===== src/rtl/serial_bit_feeder.sv =====
// Parallel-to-serial word feeder with bit_en pacing and a one-cycle done pulse.
// Optional trailing even-parity bit enabled by defining SBF_PARITY_EN.
module serial_bit_feeder #(
    parameter int WIDTH     = 8,
    parameter int MSB_FIRST = 1
) (
    input  logic             clock,
    input  logic             reset,
    input  logic [WIDTH-1:0] load_data,
    input  logic             load_valid,
    output logic             load_ready,
    input  logic             bit_en,
    output logic             serial_out,
    output logic             serial_valid,
    output logic             busy,
    output logic             done
);

    localparam int CW = $clog2(WIDTH + 1);

    typedef enum logic [1:0] {
        S_IDLE   = 2'd0,
        S_SHIFT  = 2'd1,
`ifdef SBF_PARITY_EN
        S_PARITY = 2'd2,
`endif
        S_DONE   = 2'd3
    } state_t;

    state_t           r_state, w_state_next;
    logic [WIDTH-1:0] r_shift, w_shift_next, w_shifted;
    logic [CW-1:0]    r_count, w_count_next;
    logic             r_serial_out, w_serial_next;
    logic             r_serial_valid, w_valid_next;
    logic             r_busy, w_busy_next;
    logic             r_done, w_done_next;
    logic             r_load_ready, w_ready_next;
`ifdef SBF_PARITY_EN
    logic             r_parity, w_parity_next;
`endif

    function automatic logic first_bit(input logic [WIDTH-1:0] v);
        return (MSB_FIRST != 0) ? v[WIDTH-1] : v[0];
    endfunction

    // The bit on serial_out is always the leading bit of the shift register.
    assign w_shifted = (MSB_FIRST != 0) ? (r_shift << 1) : (r_shift >> 1);

    always_comb begin
        w_state_next  = r_state;
        w_shift_next  = r_shift;
        w_count_next  = r_count;
        w_serial_next = r_serial_out;
        w_valid_next  = r_serial_valid;
        w_busy_next   = r_busy;
        w_done_next   = r_done;
        w_ready_next  = r_load_ready;
`ifdef SBF_PARITY_EN
        w_parity_next = r_parity;
`endif
        case (r_state)
            S_IDLE: begin
                if (load_valid && r_load_ready) begin
                    w_state_next  = S_SHIFT;
                    w_shift_next  = load_data;
                    w_count_next  = '0;
                    w_serial_next = first_bit(load_data);
                    w_valid_next  = 1'b1;
                    w_busy_next   = 1'b1;
                    w_ready_next  = 1'b0;
                    w_done_next   = 1'b0;
`ifdef SBF_PARITY_EN
                    w_parity_next = ^load_data;
`endif
                end
            end
            S_SHIFT: begin
                if (bit_en) begin
                    if (r_count == CW'(WIDTH - 1)) begin
`ifdef SBF_PARITY_EN
                        w_state_next  = S_PARITY;
                        w_serial_next = r_parity;
`else
                        w_state_next  = S_DONE;
                        w_serial_next = 1'b0;
                        w_valid_next  = 1'b0;
                        w_busy_next   = 1'b0;
                        w_done_next   = 1'b1;
`endif
                    end else begin
                        w_count_next  = r_count + CW'(1);
                        w_shift_next  = w_shifted;
                        w_serial_next = first_bit(w_shifted);
                    end
                end
            end
`ifdef SBF_PARITY_EN
            S_PARITY: begin
                if (bit_en) begin
                    w_state_next  = S_DONE;
                    w_serial_next = 1'b0;
                    w_valid_next  = 1'b0;
                    w_busy_next   = 1'b0;
                    w_done_next   = 1'b1;
                end
            end
`endif
            S_DONE: begin
                w_state_next  = S_IDLE;
                w_serial_next = 1'b0;
                w_valid_next  = 1'b0;
                w_busy_next   = 1'b0;
                w_done_next   = 1'b0;
                w_ready_next  = 1'b1;
            end
            default: begin
                w_state_next  = S_IDLE;
                w_serial_next = 1'b0;
                w_valid_next  = 1'b0;
                w_busy_next   = 1'b0;
                w_done_next   = 1'b0;
                w_ready_next  = 1'b1;
            end
        endcase
    end

    always_ff @(posedge clock or posedge reset) begin
        if (reset) begin
            r_state        <= S_IDLE;
            r_shift        <= '0;
            r_count        <= '0;
            r_serial_out   <= 1'b0;
            r_serial_valid <= 1'b0;
            r_busy         <= 1'b0;
            r_done         <= 1'b0;
            r_load_ready   <= 1'b1;
`ifdef SBF_PARITY_EN
            r_parity       <= 1'b0;
`endif
        end else begin
            r_state        <= w_state_next;
            r_shift        <= w_shift_next;
            r_count        <= w_count_next;
            r_serial_out   <= w_serial_next;
            r_serial_valid <= w_valid_next;
            r_busy         <= w_busy_next;
            r_done         <= w_done_next;
            r_load_ready   <= w_ready_next;
`ifdef SBF_PARITY_EN
            r_parity       <= w_parity_next;
`endif
        end
    end

    assign serial_out   = r_serial_out;
    assign serial_valid = r_serial_valid;
    assign busy         = r_busy;
    assign done         = r_done;
    assign load_ready   = r_load_ready;

endmodule


===== config.mk =====
export PLATFORM = sky130hd
export DESIGN_NAME = serial_bit_feeder
export DESIGN_NICKNAME = d
export VERILOG_FILES = /design/src/rtl/serial_bit_feeder.sv
export SDC_FILE = /design/constraint.sdc
export NUM_CORES = 1
export LEC_CHECK = 0
export ABC_AREA = 1
export ABC_CLOCK_PERIOD_IN_PS = 3530
export CORE_MARGIN = 2
export CORE_UTILIZATION = 54
export CTS_CLUSTER_DIAMETER = 50
export CTS_CLUSTER_SIZE = 25
export DETAILED_ROUTE_END_ITERATION = 10
export PLACE_DENSITY = 0.89
export REMOVE_ABC_BUFFERS = 1
export SLEW_MARGIN = 15
export SYNTH_ARGS = -nofsm -noshare
export SYNTH_HDL_FRONTEND = slang
export SYNTH_SLANG_ARGS = --single-unit

===== constraint.sdc =====
create_clock -name clock -period 3.53 [get_ports clock]
set_input_delay 0.8825 -clock clock [delete_from_list [all_inputs] [get_ports clock]]
set_output_delay 0.8825 -clock clock [all_outputs]
set_load 0.02 [all_outputs]

==> results.toml, run 1 <==
[sta]
finalHoldViolCount = 0
finalCritPeriodShare_pct = 66.0
setup_viol = 0
timing.fmax_mhz = 430
rsz0062_at_grt = "no"
fin_skew_ns = 0.00503
slew_viol_final = 0
tightest_slew_ns = 0.587
slew_headroom_pct = 60.8
fin_setup_tns_ns = 0
finalCriticalPeriod_ns = 2.33

[synthesis]
yosysMostFrequentCell = "nand2_1"
synth_area_um2 = 948
yosysTopAreaCell = "dfrtp_1"
synth-edff-count = 0
ys_types = 22
syn_avg_cell_area_um2 = 8.11
postSynthCellCount = 117
yosys_warnings = 0
synthTopCellsByCount = "nand2_1, dfrtp_1, nand2_2"
ys_ff_latch = 16
synth_top_flop_cell = "dfrtp_1"
async_flop_share_pct = 100
yosysTopAreaCellShare_pct = 39.6
yosysSeqAreaShare_pct = 42.3
yosys-top-cells-area = "dfrtp_1, nand2_1, nand2_2"

[floorplan]
fp.dieW_um = 45.9
start_util_pct = 56.1
die-area_mm2 = 0.00211
rows = 15
die_h_um = 45.9
core-area_mm2 = 0.00169
io_pins = 17

[critical_path]
critPathCaptureType = "output pin"
critical_path_buf_inv_count = 1
worstPathMaxFanout = 4
r2r_cells = 7
rrSetupSlack_ns = 2.11
start_kind = "flip-flop"
regToRegStartpoint = "r_count[0]"
crit_path_max_incr_delay_ns = 0.60
cp_cell_sequence = "clkdlybuf4s50_1"
critPathKind = "flip-flop to output pin"
slowest_stage = "clkdlybuf4s50_1"
crit_family = "buffers and inverters"
worstPathRequired_ns = 2.65
arrival_ns = 1.45
r2r_end = "r_shift[6]"

[global_routing]
globalRouteOverflowTotal = 0
grt_use_total_pct = 20.0
grt_max_degree = 17
antenna_found_initial = 0
grt_first_pass_wirelength_um = 3000
grt_pass1_vias = 713

[clock_tree]
path_clk_slew_ns = 0.09
cts_buffers = 3
cts_resized = 0
cts_sinks = 16
h-tree-depth = 1
clockBufferDepth = 2
hold_buffers = 0
cts.repair_timing.setup_buffer_count = 0
cts_tree = "built"
cts_root_buffer = "clkbuf_4"
clk_latency_ns = 0.28

[placed_design]
io_buffer_count = 16
gp_congestion = 0.850
hpwlAfterDp_um = 1340
dpl_cell_area_mm2 = 0.00110
place_inst = 147

[min_path]
worstHoldEndpoint = "serial_out"
min_path_cells = 2
hold_path.class = "flip-flop to flip-flop"
hp-start = "serial_out"

[cells_and_area]
n_antenna_cell = 0
drive_gt1_share_pct = 18.7
syn_to_final_growth_pct = 18.5
fillers = 140
fin_nets = 148
fin_area_mm2 = 0.00112
fin_cells = 151

[power_and_ir_drop]
cellPowerDensity_mw_per_mm2 = 781
power_leakage_nw = 0.583
totalPowerFinal_mw = 0.877
peakVddDrop_mv = 0.428

[drt]
wirelength_um = 1750
final_antenna_net_count = 0
vias_per_cell = 5.11
vias = 771
drt_iter0_markers = 19
firstDrtPassIters = 4
drc_errors = 0
avgRoutedWirePerCell_um = 11.6

[job]
drv_cap = 0

[outcome]
status = "completed"
routing by layer:
metal | track usage, % | share of wire (%)
met1 | 26.3 | 46
met2 | 32.8 | 52
met3 | 4.76 | 1.4
met4 | 5.14 | 0.63
met5 | 0 | 0
per-stage QoR:
stage / hold WS, ns / utilization [%] / worst slack [ns]
after detailed placement: 0.476 / 65.0 / 1.37
after floorplan: 0.450 / - / 2.03
final: 0.494 / 66.5 / 1.20
after global placement: 0.473 / 65.0 / 1.44
after global routing: 0.508 / 66.5 / 1.18
after CTS: 0.497 / 66.5 / 1.20
state kept, by name (all words and copies together), names as in the netlist:
signal / flops
load_ready: 1
r_shift: 7
r_state: 2
busy: 1
serial_out: 1
r_count: 4
worst reg2reg max path: stages (launching register included):
cell and delay, ns:
dfrtp_1 0.44, ha_1 0.25, nand2_2 0.12, nor2_8 0.06, nand2_8 0.08, nand3_4 0.18
nand2_1 0.14, nand2_1 0.06
kinds of logic (layout without fill, tap and decap cells):
| logic type | after synthesis | after routing | share of synthesized area (%) |
|---|---|---|---|
| adders and majority gates | 1 | 1 | 1.32 |
| AOI/OAI and AO/OA | 4 | 4 | 3.30 |
| DFF | 16 | 16 | 42.3 |
| and+or+nand+nor | 87 | 87 | 46.4 |
| buffers and inverters | 9 | 26 | 6.60 |
area by class of cell:
| type | instances | area, µm² | area share [%] |
|---|---|---|---|
| Clock buffer | 4 | 26.3 | 2.34 |
| Inverter | 6 | 30.0 | 2.67 |
| Multi-Input combinational cell | 92 | 484 | 43.1 |
| Tap cell | 17 | 21.3 | 1.89 |
| Timing Repair Buffer | 16 | 160 | 14.3 |
| Sequential cell | 16 | 402 | 35.7 |
where the power goes:
group / switching (mW) / leakage, nW / internal, mW
logic: 0.262 / 0.367 / 0.176
clock network: 0.0557 / 0.0150 / 0.0438
registers: 0.0737 / 0.201 / 0.265
total: 0.392 / 0.583 / 0.485
worst max-delay path by stage:
stage | from | endpoint | cells past startpoint
after floorplan | load_valid | r_shift[6] | 5
after global placement | bit_en | r_shift[0] | 6
after detailed placement | load_valid | r_shift[6] | 6
after CTS | load_ready | load_ready | 1
after global routing | load_ready | load_ready | 1
final | load_ready | load_ready | 1
cells in the final DEF, fill, tap and decap left out:
| master | netlist | final |
|---|---|---|
| nor2_1 | 6 | 6 |
| nand3_4 | 1 | 1 |
| nor2_8 | 2 | 2 |
| nand2_4 | 2 | 2 |
| inv_2 | 2 | 2 |
| nand3_1 | 4 | 4 |
| o21ai_1 | 1 | 1 |
| nand2_8 | 1 | 1 |
| inv_1 | 3 | 3 |
| clkdlybuf4s50_1 | 0 | 16 |
| ha_1 | 1 | 1 |
| nand2_1 | 58 | 58 |
| a21oi_1 | 2 | 2 |
| inv_8 | 1 | 1 |
| nand4_1 | 1 | 1 |
| nand2_2 | 11 | 11 |
| dfrtp_1 | 15 | 15 |
| clkbuf_1 | 0 | 1 |
| nor3_1 | 1 | 1 |
| dfstp_2 | 1 | 1 |
| clkbuf_4 | 0 | 3 |
| o21ai_4 | 1 | 1 |
No activity file was read; power rests on OpenSTA's default activity.
==> run 2: changes to the inputs <==
Settings changed: ABC_CLOCK_PERIOD_IN_PS 3530 to 2230, CORE_UTILIZATION 54 to 50, PLACE_DENSITY 0.89 to 0.84.
Clock period 3.53 ns to 2.23 ns, I/O delays scaled along.
==> run 2 against run 1 <==
- combinational power increased by 57%
- die area grew 7.3%
- worst hold slack worse by 0.0017 ns
- utilization decreased by 2.3 points
- via count shrank 0.52%
- first-iteration DRC count increased by 37%
- clock power is 58% higher
- clock skew about the same
- sequential cell count is the same
- sequential power is 59% higher
- count of clock-buffer cells in the layout stayed put
- critical endpoint unchanged
- largest cell class unchanged
==> results.toml, run 2 (synthesis gave the netlist of run 1 again) <==
[global_routing]
globalRouteOverflowTotal = 0
use_met2_pct = 29.2
grtUsageMet3_pct = 1.13
grt_use_total_pct = 18.4
met1_usage_pct = 25.7
grt_busiest_layer = "met2"
grt_pass1_vias = 688
antenna_found_initial = 0
grt_first_pass_wirelength_um = 2950
grt_max_degree = 17

[cells_and_area]
largest_reg_flops = 7
drive_gt1_share_pct = 18.7
fin_nets = 148
fin_area_mm2 = 0.00113
largest_registers = "r_shift: 7 flops, r_count: 4 flops, r_state: 2 flops"
fin_cells = 159
layout_commonest_cell = "nand2_1"
multiInputGateArea_um2 = 484
fillers = 171
syn_to_final_growth_pct = 19.5
regMostFlops = "r_shift"
most-common-layout-cells = "nand2_1, clkdlybuf4s50_1, dfrtp_1"
n_antenna_cell = 0
ff_latch_area_um2 = 402

[clock_tree]
clk_latency_ns = 0.28
cts_root_buffer = "clkbuf_4"
clockBufferDepth = 2
path_clk_slew_ns = 0.09
cts.repair_timing.setup_buffer_count = 0
h-tree-depth = 1
cts_buffers = 3
hold_buffers = 0
cts_tree = "built"
cts_resized = 0
cts_sinks = 16

[critical_path]
critical_path_buf_inv_count = 1
start_kind = "flip-flop"
crit_family = "buffers and inverters"
arrival_ns = 1.44
cp_cell_sequence = "clkdlybuf4s50_1"
worstPathRequired_ns = 1.67
rrSetupSlack_ns = 0.83
worstPathMaxFanout = 4
crit_path_max_incr_delay_ns = 0.60
critPathCaptureType = "output pin"
critPathKind = "flip-flop to output pin"
regToRegStartpoint = "r_count[0]"
r2r_cells = 7
r2r_end = "r_count[1]"
slowest_stage = "clkdlybuf4s50_1"

[drt]
firstDrtPassIters = 4
drc_errors = 0
vias = 767
avgRoutedWirePerCell_um = 11.1
drt_iter0_markers = 26
vias_per_cell = 4.82
final_antenna_net_count = 0
wirelength_um = 1770

[floorplan]
fp.dieW_um = 47.6
die_h_um = 47.6
io_pins = 17
die-area_mm2 = 0.00226
rows = 15
core-area_mm2 = 0.00176
start_util_pct = 53.8

[min_path]
min_path_cells = 2
worstHoldEndpoint = "serial_out"
hp-start = "serial_out"
hold_path.class = "flip-flop to flip-flop"

[power_and_ir_drop]
swShare_pct = 44.6
power_switching_mw = 0.618
p_int_mw = 0.767
power_leakage_nw = 0.583
power_frac_comb_pct = 49.9
totalPowerFinal_mw = 1.39
seq_power_share_pct = 38.8
peakVddDrop_mv = 0.773
pwr-share-clk_pct = 11.3
cellPowerDensity_mw_per_mm2 = 1220

[sta]
finalHoldViolCount = 0
fin_skew_ns = 0.00492
finalCritPeriodShare_pct = 89.5
timing.fmax_mhz = 501
setup_viol = 0
fin_setup_tns_ns = 0
finalCriticalPeriod_ns = 2.00
rsz0062_at_grt = "no"
tightest_slew_ns = 0.607
slew_viol_final = 0
timing.hold.ws_ns = 0.492
slew_headroom_pct = 59.5

[placed_design]
hpwlAfterDp_um = 1340
dpl_cell_area_mm2 = 0.00111
place_inst = 155
gp_congestion = 0.849
io_buffer_count = 16

[outcome]
status = "completed"

[job]
drv_cap = 0
-- run 2: cell type report --
| class | count | area share [%] |
|---|---|---|
| Sequential cell | 16 | 35.4 |
| Timing Repair Buffer | 16 | 14.1 |
| Clock buffer | 4 | 2.32 |
| Inverter | 6 | 2.65 |
| Tap cell | 25 | 2.76 |
| Multi-Input combinational cell | 92 | 42.7 |
-- run 2: routing by layer --
| metal | wire length [µm] | part of all wire, % |
|---|---|---|
| met1 | 817 | 46 |
| met2 | 859 | 49 |
| met3 | 51 | 2.9 |
| met4 | 39 | 2.2 |
| met5 | 0 | 0 |
-- run 2: worst max path at each step --
stage	cells after the start	slack (ns)	endpoint	start
finish	1	0.23	load_ready	load_ready
global route	1	0.20	load_ready	load_ready
CTS	1	0.23	load_ready	load_ready
detailed placement	6	0.43	r_count[1]	bit_en
global placement	6	0.47	r_count[1]	bit_en
floorplan	7	0.89	r_shift[6]	r_state[1]
-- run 2: power groups by stage --
stage | Sequential, mW | Combinational, mW | Clock, mW
6_report | 0.538 | 0.691 | 0.157
4_1_cts | 0.537 | 0.699 | 0.161
3_3_place_gp | 0.538 | 0.672 | 0
3_5_place_dp | 0.541 | 0.696 | 0
5_1_grt | 0.550 | 0.769 | 0.173
2_1_floorplan | 0.570 | 0.462 | 0
-- run 2: per-stage QoR --
step	setup WS, ns	util (%)
after CTS	0.226	64.3
final	0.234	64.3
after floorplan	0.889	-
after global routing	0.200	64.3
after global placement	0.468	62.8
after detailed placement	0.428	62.8
==> run 3: changes to the inputs <==
Settings changed: CAP_MARGIN from default to 20.
==> results of run 3 <==
The final DEF is identical to that of run 2; final timing and power are the same.
